## config.mk

```make
export PLATFORM = sky130hd
export DESIGN_NAME = item_slot_manager
export DESIGN_NICKNAME = d
export VERILOG_FILES = /design/src/rtl/item_slot_manager_pkg.sv /design/src/rtl/item_slot_manager_arb.sv /design/src/rtl/item_slot_manager.sv
export SDC_FILE = /design/constraint.sdc
export NUM_CORES = 1
export LEC_CHECK = 0
export CAP_MARGIN = 10
export CORE_MARGIN = 4
export CORE_UTILIZATION = 30
export DETAILED_ROUTE_END_ITERATION = 8
export GPL_ROUTABILITY_DRIVEN = 0
export GPL_TIMING_DRIVEN = 1
export SETUP_SLACK_MARGIN = 0.2
export SLEW_MARGIN = 40
export SYNTH_ARGS = -nofsm -noshare
export SYNTH_HDL_FRONTEND = slang
export SYNTH_SLANG_ARGS = --single-unit
```

## constraint.sdc

```tcl
create_clock -name i_clk -period 6.7 [get_ports i_clk]
set_clock_uncertainty 0.2 [all_clocks]
set_input_delay 1.675 -clock i_clk [delete_from_list [all_inputs] [get_ports i_clk]]
set_output_delay 1.675 -clock i_clk [all_outputs]
set_load 0.1 [all_outputs]
```

## src/rtl/item_slot_manager_pkg.sv

```systemverilog
//----------------------------------------------------------------------------
// item_pkg : shared sizes and types for the item slot manager
// Rev 1.0 : initial release
//----------------------------------------------------------------------------
`default_nettype none

package item_pkg;

  localparam int          ITEM_SLOTS     = 6;
  localparam int          ITEM_TYPES     = 7;
  localparam logic [2:0]  ITEM_TYPE_NONE = 3'd7;
  localparam logic [2:0]  LAST_IDX       = 3'(ITEM_SLOTS - 1);

  typedef struct packed {
    logic       occupied;
    logic [2:0] kind;
  } item_t;

  typedef enum logic [1:0] {
    IDLE = 2'd0,
    SCAN = 2'd1,
    RESP = 2'd2
  } state_t;

  typedef enum logic {
    OP_ADD = 1'b0,
    OP_USE = 1'b1
  } op_t;

endpackage

`default_nettype wire

```

## src/rtl/item_slot_manager_arb.sv

```systemverilog
//----------------------------------------------------------------------------
// item_req_arb : 2-way round-robin arbiter between add and use requesters
// Rev 1.0 : initial release
//----------------------------------------------------------------------------
`default_nettype none

module item_req_arb (
  input  logic i_clk,
  input  logic i_rst,
  input  logic i_en,
  input  logic i_add_req,
  input  logic i_use_req,
  output logic o_grant_add,
  output logic o_grant_use
);

  // favour_add_q=0 means the use port wins a tie
  logic favour_add_q;
  logic favour_add_d;

  always_comb begin
    o_grant_add  = i_en & i_add_req & (~i_use_req | favour_add_q);
    o_grant_use  = i_en & i_use_req & (~i_add_req | ~favour_add_q);
    favour_add_d = favour_add_q;
    if (o_grant_add) begin
      favour_add_d = 1'b0;
    end else if (o_grant_use) begin
      favour_add_d = 1'b1;
    end
  end

  always_ff @(posedge i_clk or posedge i_rst) begin
    if (i_rst) begin
      favour_add_q <= 1'b0;
    end else begin
      favour_add_q <= favour_add_d;
    end
  end

endmodule

`default_nettype wire

```

## src/rtl/item_slot_manager.sv

```systemverilog
//----------------------------------------------------------------------------
// item_slot_manager : owns six item slots, serves add/use requests by scan
// Rev 1.0 : initial release
//----------------------------------------------------------------------------
`default_nettype none

module item_slot_manager
  import item_pkg::*;
(
  input  logic       i_clk,
  input  logic       i_rst,
  input  logic       i_add_valid,
  input  logic [2:0] i_add_type,
  output logic       o_add_ready,
  input  logic       i_use_valid,
  input  logic [2:0] i_use_type,
  output logic       o_use_ready,
  input  logic       i_clear,
  output logic       o_done,
  output logic       o_ok,
  output logic [3:0] o_item0,
  output logic [3:0] o_item1,
  output logic [3:0] o_item2,
  output logic [3:0] o_item3,
  output logic [3:0] o_item4,
  output logic [3:0] o_item5,
  output logic       o_full,
  output logic       o_empty,
  output logic       o_busy
);

  state_t     state_q, state_d;
  op_t        op_q, op_d;
  logic [2:0] kind_q, kind_d;
  logic [2:0] idx_q, idx_d;
  logic       ok_q, ok_d;
  item_t      slot_q [ITEM_SLOTS];
  item_t      slot_d [ITEM_SLOTS];

  logic       w_arb_en;
  logic       w_grant_add;
  logic       w_grant_use;
  logic       w_start;
  logic [2:0] w_req_kind;
  item_t      w_cur;
  logic       w_hit;
  logic       w_last;

  assign w_arb_en   = (state_q == IDLE) & ~i_clear;
  assign w_start    = w_grant_add | w_grant_use;
  assign w_req_kind = w_grant_use ? i_use_type : i_add_type;
  assign w_last     = (idx_q == LAST_IDX);

  item_req_arb u_arb (
    .i_clk       (i_clk),
    .i_rst       (i_rst),
    .i_en        (w_arb_en),
    .i_add_req   (i_add_valid),
    .i_use_req   (i_use_valid),
    .o_grant_add (w_grant_add),
    .o_grant_use (w_grant_use)
  );

  // Slot under the scan pointer and whether it satisfies the pending op
  always_comb begin
    w_cur = '0;
    for (int i = 0; i < ITEM_SLOTS; i++) begin
      if (idx_q == 3'(i)) begin
        w_cur = slot_q[i];
      end
    end
    if (op_q == OP_ADD) begin
      w_hit = ~w_cur.occupied;
    end else begin
      w_hit = w_cur.occupied & (w_cur.kind == kind_q);
    end
  end

  // Next-state logic
  always_comb begin
    state_d = state_q;
    if (i_clear) begin
      state_d = IDLE;
    end else begin
      case (state_q)
        IDLE: begin
          if (w_start) begin
            state_d = (w_req_kind == ITEM_TYPE_NONE) ? RESP : SCAN;
          end
        end
        SCAN: begin
          if (w_hit || w_last) begin
            state_d = RESP;
          end
        end
        RESP:    state_d = IDLE;
        default: state_d = IDLE;
      endcase
    end
  end

  // Datapath: request latch, scan index, result flag and slot writes
  always_comb begin
    op_d   = op_q;
    kind_d = kind_q;
    idx_d  = idx_q;
    ok_d   = ok_q;
    slot_d = slot_q;
    if (i_clear) begin
      ok_d = 1'b0;
      for (int i = 0; i < ITEM_SLOTS; i++) begin
        slot_d[i] = '0;
      end
    end else begin
      case (state_q)
        IDLE: begin
          if (w_start) begin
            op_d   = w_grant_use ? OP_USE : OP_ADD;
            kind_d = w_req_kind;
            idx_d  = 3'd0;
            ok_d   = 1'b0;
          end
        end
        SCAN: begin
          if (w_hit) begin
            ok_d = 1'b1;
            for (int i = 0; i < ITEM_SLOTS; i++) begin
              if (idx_q == 3'(i)) begin
                if (op_q == OP_ADD) begin
                  slot_d[i].occupied = 1'b1;
                  slot_d[i].kind     = kind_q;
                end else begin
                  slot_d[i] = '0;
                end
              end
            end
          end else if (w_last) begin
            ok_d = 1'b0;
          end else begin
            idx_d = idx_q + 3'd1;
          end
        end
        default: begin
        end
      endcase
    end
  end

  always_ff @(posedge i_clk or posedge i_rst) begin
    if (i_rst) begin
      state_q <= IDLE;
      op_q    <= OP_ADD;
      kind_q  <= 3'd0;
      idx_q   <= 3'd0;
      ok_q    <= 1'b0;
      for (int i = 0; i < ITEM_SLOTS; i++) begin
        slot_q[i] <= '0;
      end
    end else begin
      state_q <= state_d;
      op_q    <= op_d;
      kind_q  <= kind_d;
      idx_q   <= idx_d;
      ok_q    <= ok_d;
      slot_q  <= slot_d;
    end
  end

  // Output logic
  always_comb begin
    o_add_ready = w_grant_add;
    o_use_ready = w_grant_use;
    o_done      = (state_q == RESP);
    o_ok        = ok_q & (state_q == RESP);
    o_busy      = (state_q != IDLE);
    o_full      = 1'b1;
    o_empty     = 1'b1;
    for (int i = 0; i < ITEM_SLOTS; i++) begin
      o_full  = o_full & slot_q[i].occupied;
      o_empty = o_empty & ~slot_q[i].occupied;
    end
  end

  assign o_item0 = slot_q[0];
  assign o_item1 = slot_q[1];
  assign o_item2 = slot_q[2];
  assign o_item3 = slot_q[3];
  assign o_item4 = slot_q[4];
  assign o_item5 = slot_q[5];

endmodule

`default_nettype wire
```

==> impl_metrics.sql <==
INSERT INTO impl_metrics (metric_group, metric, value, unit) VALUES
('yosys', 'synth_top_cells_by_area', 'sky130_fd_sc_hd__dfrtp_1 (41%), sky130_fd_sc_hd__mux2i_1 (7.4%), sky130_fd_sc_hd__nand2_1 (6.8%)', ''),
('floorplan', 'std_cell_rows', '30', ''),
('clocking', 'cts.sinks', '35', ''),
('worst_setup_path', 'rr_startpoint', 'idx_q[2]', ''),
('yosys', 'synth-seq-area-share', '40.7', '%'),
('sta', 'rsz0062_at_grt', 'false', ''),
('route', 'routed_via_density', '5.05', ''),
('layout', 'nFillCells', '734', ''),
('worst_setup_path', 'r2r-end', 'o_item0[2]', ''),
('layout', 'finalCoreUtilization', '37.2', '%'),
('worst_setup_path', 'worst_setup_path_start_kind', 'primary input', ''),
('yosys', 'synth_largest_area_cell', 'sky130_fd_sc_hd__dfrtp_1', ''),
('yosys', 'mappedNetlistArea', '2150', 'um^2'),
('route', 'drt_drc_violations_left', '0', ''),
('sta', 'max_slew_margin', '46.7', '%'),
('route', '1st_pass_router_iterations', '4', ''),
('yosys', 'number_of_synthesized_flops_with_an_enable_pin', '0', ''),
('worst_setup_path', 'r2r.worst_path.cells', '9', ''),
('grt', 'first_global_vias', '1861', ''),
('yosys', 'postSynthRegisterBits', '35', ''),
('floorplan', 'floorplan.die.width', '92.7', 'um'),
('layout', 'area_growth_syn_to_layout', '19.0', '%'),
('yosys', 'synthesis.instances', '234', ''),
('floorplan', 'chipHeight', '92.7', 'um'),
('worst_setup_path', 'worstSetupStartpoint', 'i_clear', ''),
('worst_setup_path', 'end_kind', 'output pin', ''),
('pwr', 'cellLeakagePower', '1.13', 'nW'),
('clocking', 'holdBufCountCts', '0', ''),
('yosys', 'synth_nets', '250', ''),
('worst_setup_path', 'crit_fanout', '9', ''),
('worst_setup_path', 'cp-endpoint', 'o_use_ready', ''),
('grt', 'gr-usage-all-layers', '14.2', '%'),
('grt', 'grt_first_pass_wirelength', '9.72', 'mm'),
('route', 'avgRoutedWirePerCell', '15.1', 'um'),
('yosys', 'ys.warnings.count', '0', ''),
('clocking', 'cts_made_buffers', '5', ''),
('clocking', 'clkTransAtPathRegs', '0.07', 'ns'),
('yosys', 'syn-mean-instance-area', '9.19', 'um^2'),
('floorplan', 'i_o_pins', '42', ''),
('sta', 'finalMaxSlewViolations', '0', ''),
('layout', 'finish.net_count', '287', ''),
('grt', 'antenna_violations_before_repair', '0', ''),
('clocking', 'clock_tree.htree_level_count', '2', ''),
('sta', 'finalCriticalPeriod', '5.13', 'ns'),
('route', 'route.vias.total', '1853', ''),
('clocking', 'post-cts-setup-buffer-count', '0', ''),
('grt', 'globalRouteOverflowTotal', '0', ''),
('sta', 'tightest_slew', '0.800', 'ns'),
('yosys', 'most_frequent_cell_after_synthesis', 'sky130_fd_sc_hd__nand2_1', ''),
('yosys', 'synth_top_flop_cell', 'sky130_fd_sc_hd__dfrtp_1', ''),
('grt', 'grt_max_degree', '36', ''),
('yosys', 'post_synth_num_cell_types', '53', ''),
('worst_setup_path', 'setup_slack_on_the_worst_flop_to_flop_path', '2.85', 'ns'),
('yosys', 'post-synth-top-area-fraction', '40.7', '%'),
('worst_setup_path', 'path_class', 'primary input to output pin', ''),
('worst_setup_path', 'cp_slowest_cell', 'sky130_fd_sc_hd__clkdlybuf4s50_1', ''),
('place', 'portBuffers', '41', ''),
('sta', 'report.final.hold_viol_count', '0', ''),
('worst_setup_path', 'critical_path_buf_inv_count', '3', ''),
('worst_setup_path', 'crit_family', 'buffers and inverters', ''),
('layout', 'antenna_cells_inserted', '0', ''),
('run_status', 'outcome', 'finished, final reports clean', ''),
('worst_setup_path', 'crit_required', '4.83', 'ns'),
('clocking', 'clock_path_buffers', '2', ''),
('route', 'drt_first_iter_violations', '92', ''),
('floorplan', 'initial_util', '31.3', '%'),
('sta', 'timing.final.setup_violations', '0', ''),
('yosys', 'synth_common_cells', 'sky130_fd_sc_hd__nand2_1 (39), sky130_fd_sc_hd__dfrtp_1 (35), sky130_fd_sc_hd__mux2i_1 (16)', ''),
('job', 'max-cap-violations', '0', ''),
('sta', 'finalCritPeriodShare', '76.5', '%'),
('route', 'ant_nets', '0', '');
==> worst min path at each step <==
stage	startpoint	end	slack, ns	depth (start not counted)
2_1_floorplan	u_arb.favour_add_q	u_arb.favour_add_q	0.28	1
3_3_place_gp	o_item3[2]	o_item3[2]	0.33	1
3_5_place_dp	u_arb.favour_add_q	u_arb.favour_add_q	0.31	1
4_1_cts	u_arb.favour_add_q	u_arb.favour_add_q	0.33	1
5_1_grt	u_arb.favour_add_q	u_arb.favour_add_q	0.34	1
6_report	u_arb.favour_add_q	u_arb.favour_add_q	0.32	1
==> registers in the layout (all words and copies together), names as in the netlist, 2 cells and up <==
signal / count
idx_q: 3
kind_q: 3
o_item0: 4
o_item1: 4
o_item2: 4
o_item3: 4
o_item4: 4
o_item5: 4
state_q: 2
==> power by group <==
group	internal [W]	leakage [nW]	switching, W
clock network	0.0000807	0.0470	0.0000751
registers	0.000244	0.473	0.0000450
logic	0.000121	0.608	0.000303
==> layout by cell type (no fill, tap or decap), types with 2 or more instances in the layout <==
master	count
sky130_fd_sc_hd__ha_1	5
sky130_fd_sc_hd__nand2b_1	3
sky130_fd_sc_hd__o21ai_1	5
sky130_fd_sc_hd__nor3_1	6
sky130_fd_sc_hd__a21o_1	2
sky130_fd_sc_hd__nand2_1	39
sky130_fd_sc_hd__mux2i_1	16
sky130_fd_sc_hd__o32ai_2	2
sky130_fd_sc_hd__dfrtp_1	35
sky130_fd_sc_hd__nor2_2	2
sky130_fd_sc_hd__and3_1	3
sky130_fd_sc_hd__clkdlybuf4s50_1	10
sky130_fd_sc_hd__a32oi_1	2
sky130_fd_sc_hd__a211oi_1	2
sky130_fd_sc_hd__nand3b_1	4
sky130_fd_sc_hd__a31o_1	4
sky130_fd_sc_hd__nor2b_1	5
sky130_fd_sc_hd__nor2_1	13
sky130_fd_sc_hd__a31oi_1	8
sky130_fd_sc_hd__o2bb2ai_1	2
sky130_fd_sc_hd__nand4b_1	2
sky130_fd_sc_hd__o22ai_1	2
sky130_fd_sc_hd__buf_2	29
sky130_fd_sc_hd__nand3_1	7
sky130_fd_sc_hd__buf_4	3
sky130_fd_sc_hd__nor3b_1	2
sky130_fd_sc_hd__or3_1	2
sky130_fd_sc_hd__clkbuf_8	6
sky130_fd_sc_hd__nor3b_2	3
sky130_fd_sc_hd__inv_1	14
sky130_fd_sc_hd__a21oi_1	9
sky130_fd_sc_hd__o21ai_0	2
==> metrics by stage <==
step                      setup WS (ns)  instances  total power [W]  instance area (um^2)  hold slack (ns)
after floorplan                    1.40        234         0.000640                  2150            0.277
after global placement             1.65        360         0.000724                  2610            0.331
after detailed placement           1.58        360         0.000712                  2460            0.311
after CTS                          1.58        367         0.000869                  2550            0.327
after global routing               1.38        367         0.000931                  2560            0.341
final                              1.57        367         0.000868                  2560            0.320
==> final cells by class <==
cell class | instances | area, um^2 | share of cell area (%)
multi-input cells | 173 | 1150 | 45.1
flip-flops and latches | 35 | 876 | 34.2
repair buffers | 42 | 268 | 10.5
well taps | 96 | 120 | 4.69
clock buffers | 6 | 82.6 | 3.23
inverters | 14 | 52.6 | 2.05
clock inverters | 1 | 5.00 | 0.196
==> layer usage <==
layer  GRT usage, %  wire length, um
met1           19.4             2560
met2           21.9             2540
met3           3.41              313
met4           5.25              135
met5              0                0
==> cell families after synthesis <==
group           synth area share (%)
compound gates                  17.9
xor+xnor                       0.407
fa+ha+maj                       2.91
buf+inv                         5.99
flops                           40.7
mux                             7.45
simple gates                    24.6
==> worst register-to-register path, stage by stage (launching register included) <==
cell and delay, ns:
sky130_fd_sc_hd__dfrtp_1 0.87, sky130_fd_sc_hd__inv_1 0.22, sky130_fd_sc_hd__ha_1 0.39, sky130_fd_sc_hd__or2_1 0.29
sky130_fd_sc_hd__a221oi_1 0.26, sky130_fd_sc_hd__o22ai_1 0.15, sky130_fd_sc_hd__xor2_1 0.30, sky130_fd_sc_hd__a31oi_4 0.28
sky130_fd_sc_hd__nor3b_2 0.56, sky130_fd_sc_hd__mux2i_1 0.25
(Power assumes the default switching activity.)
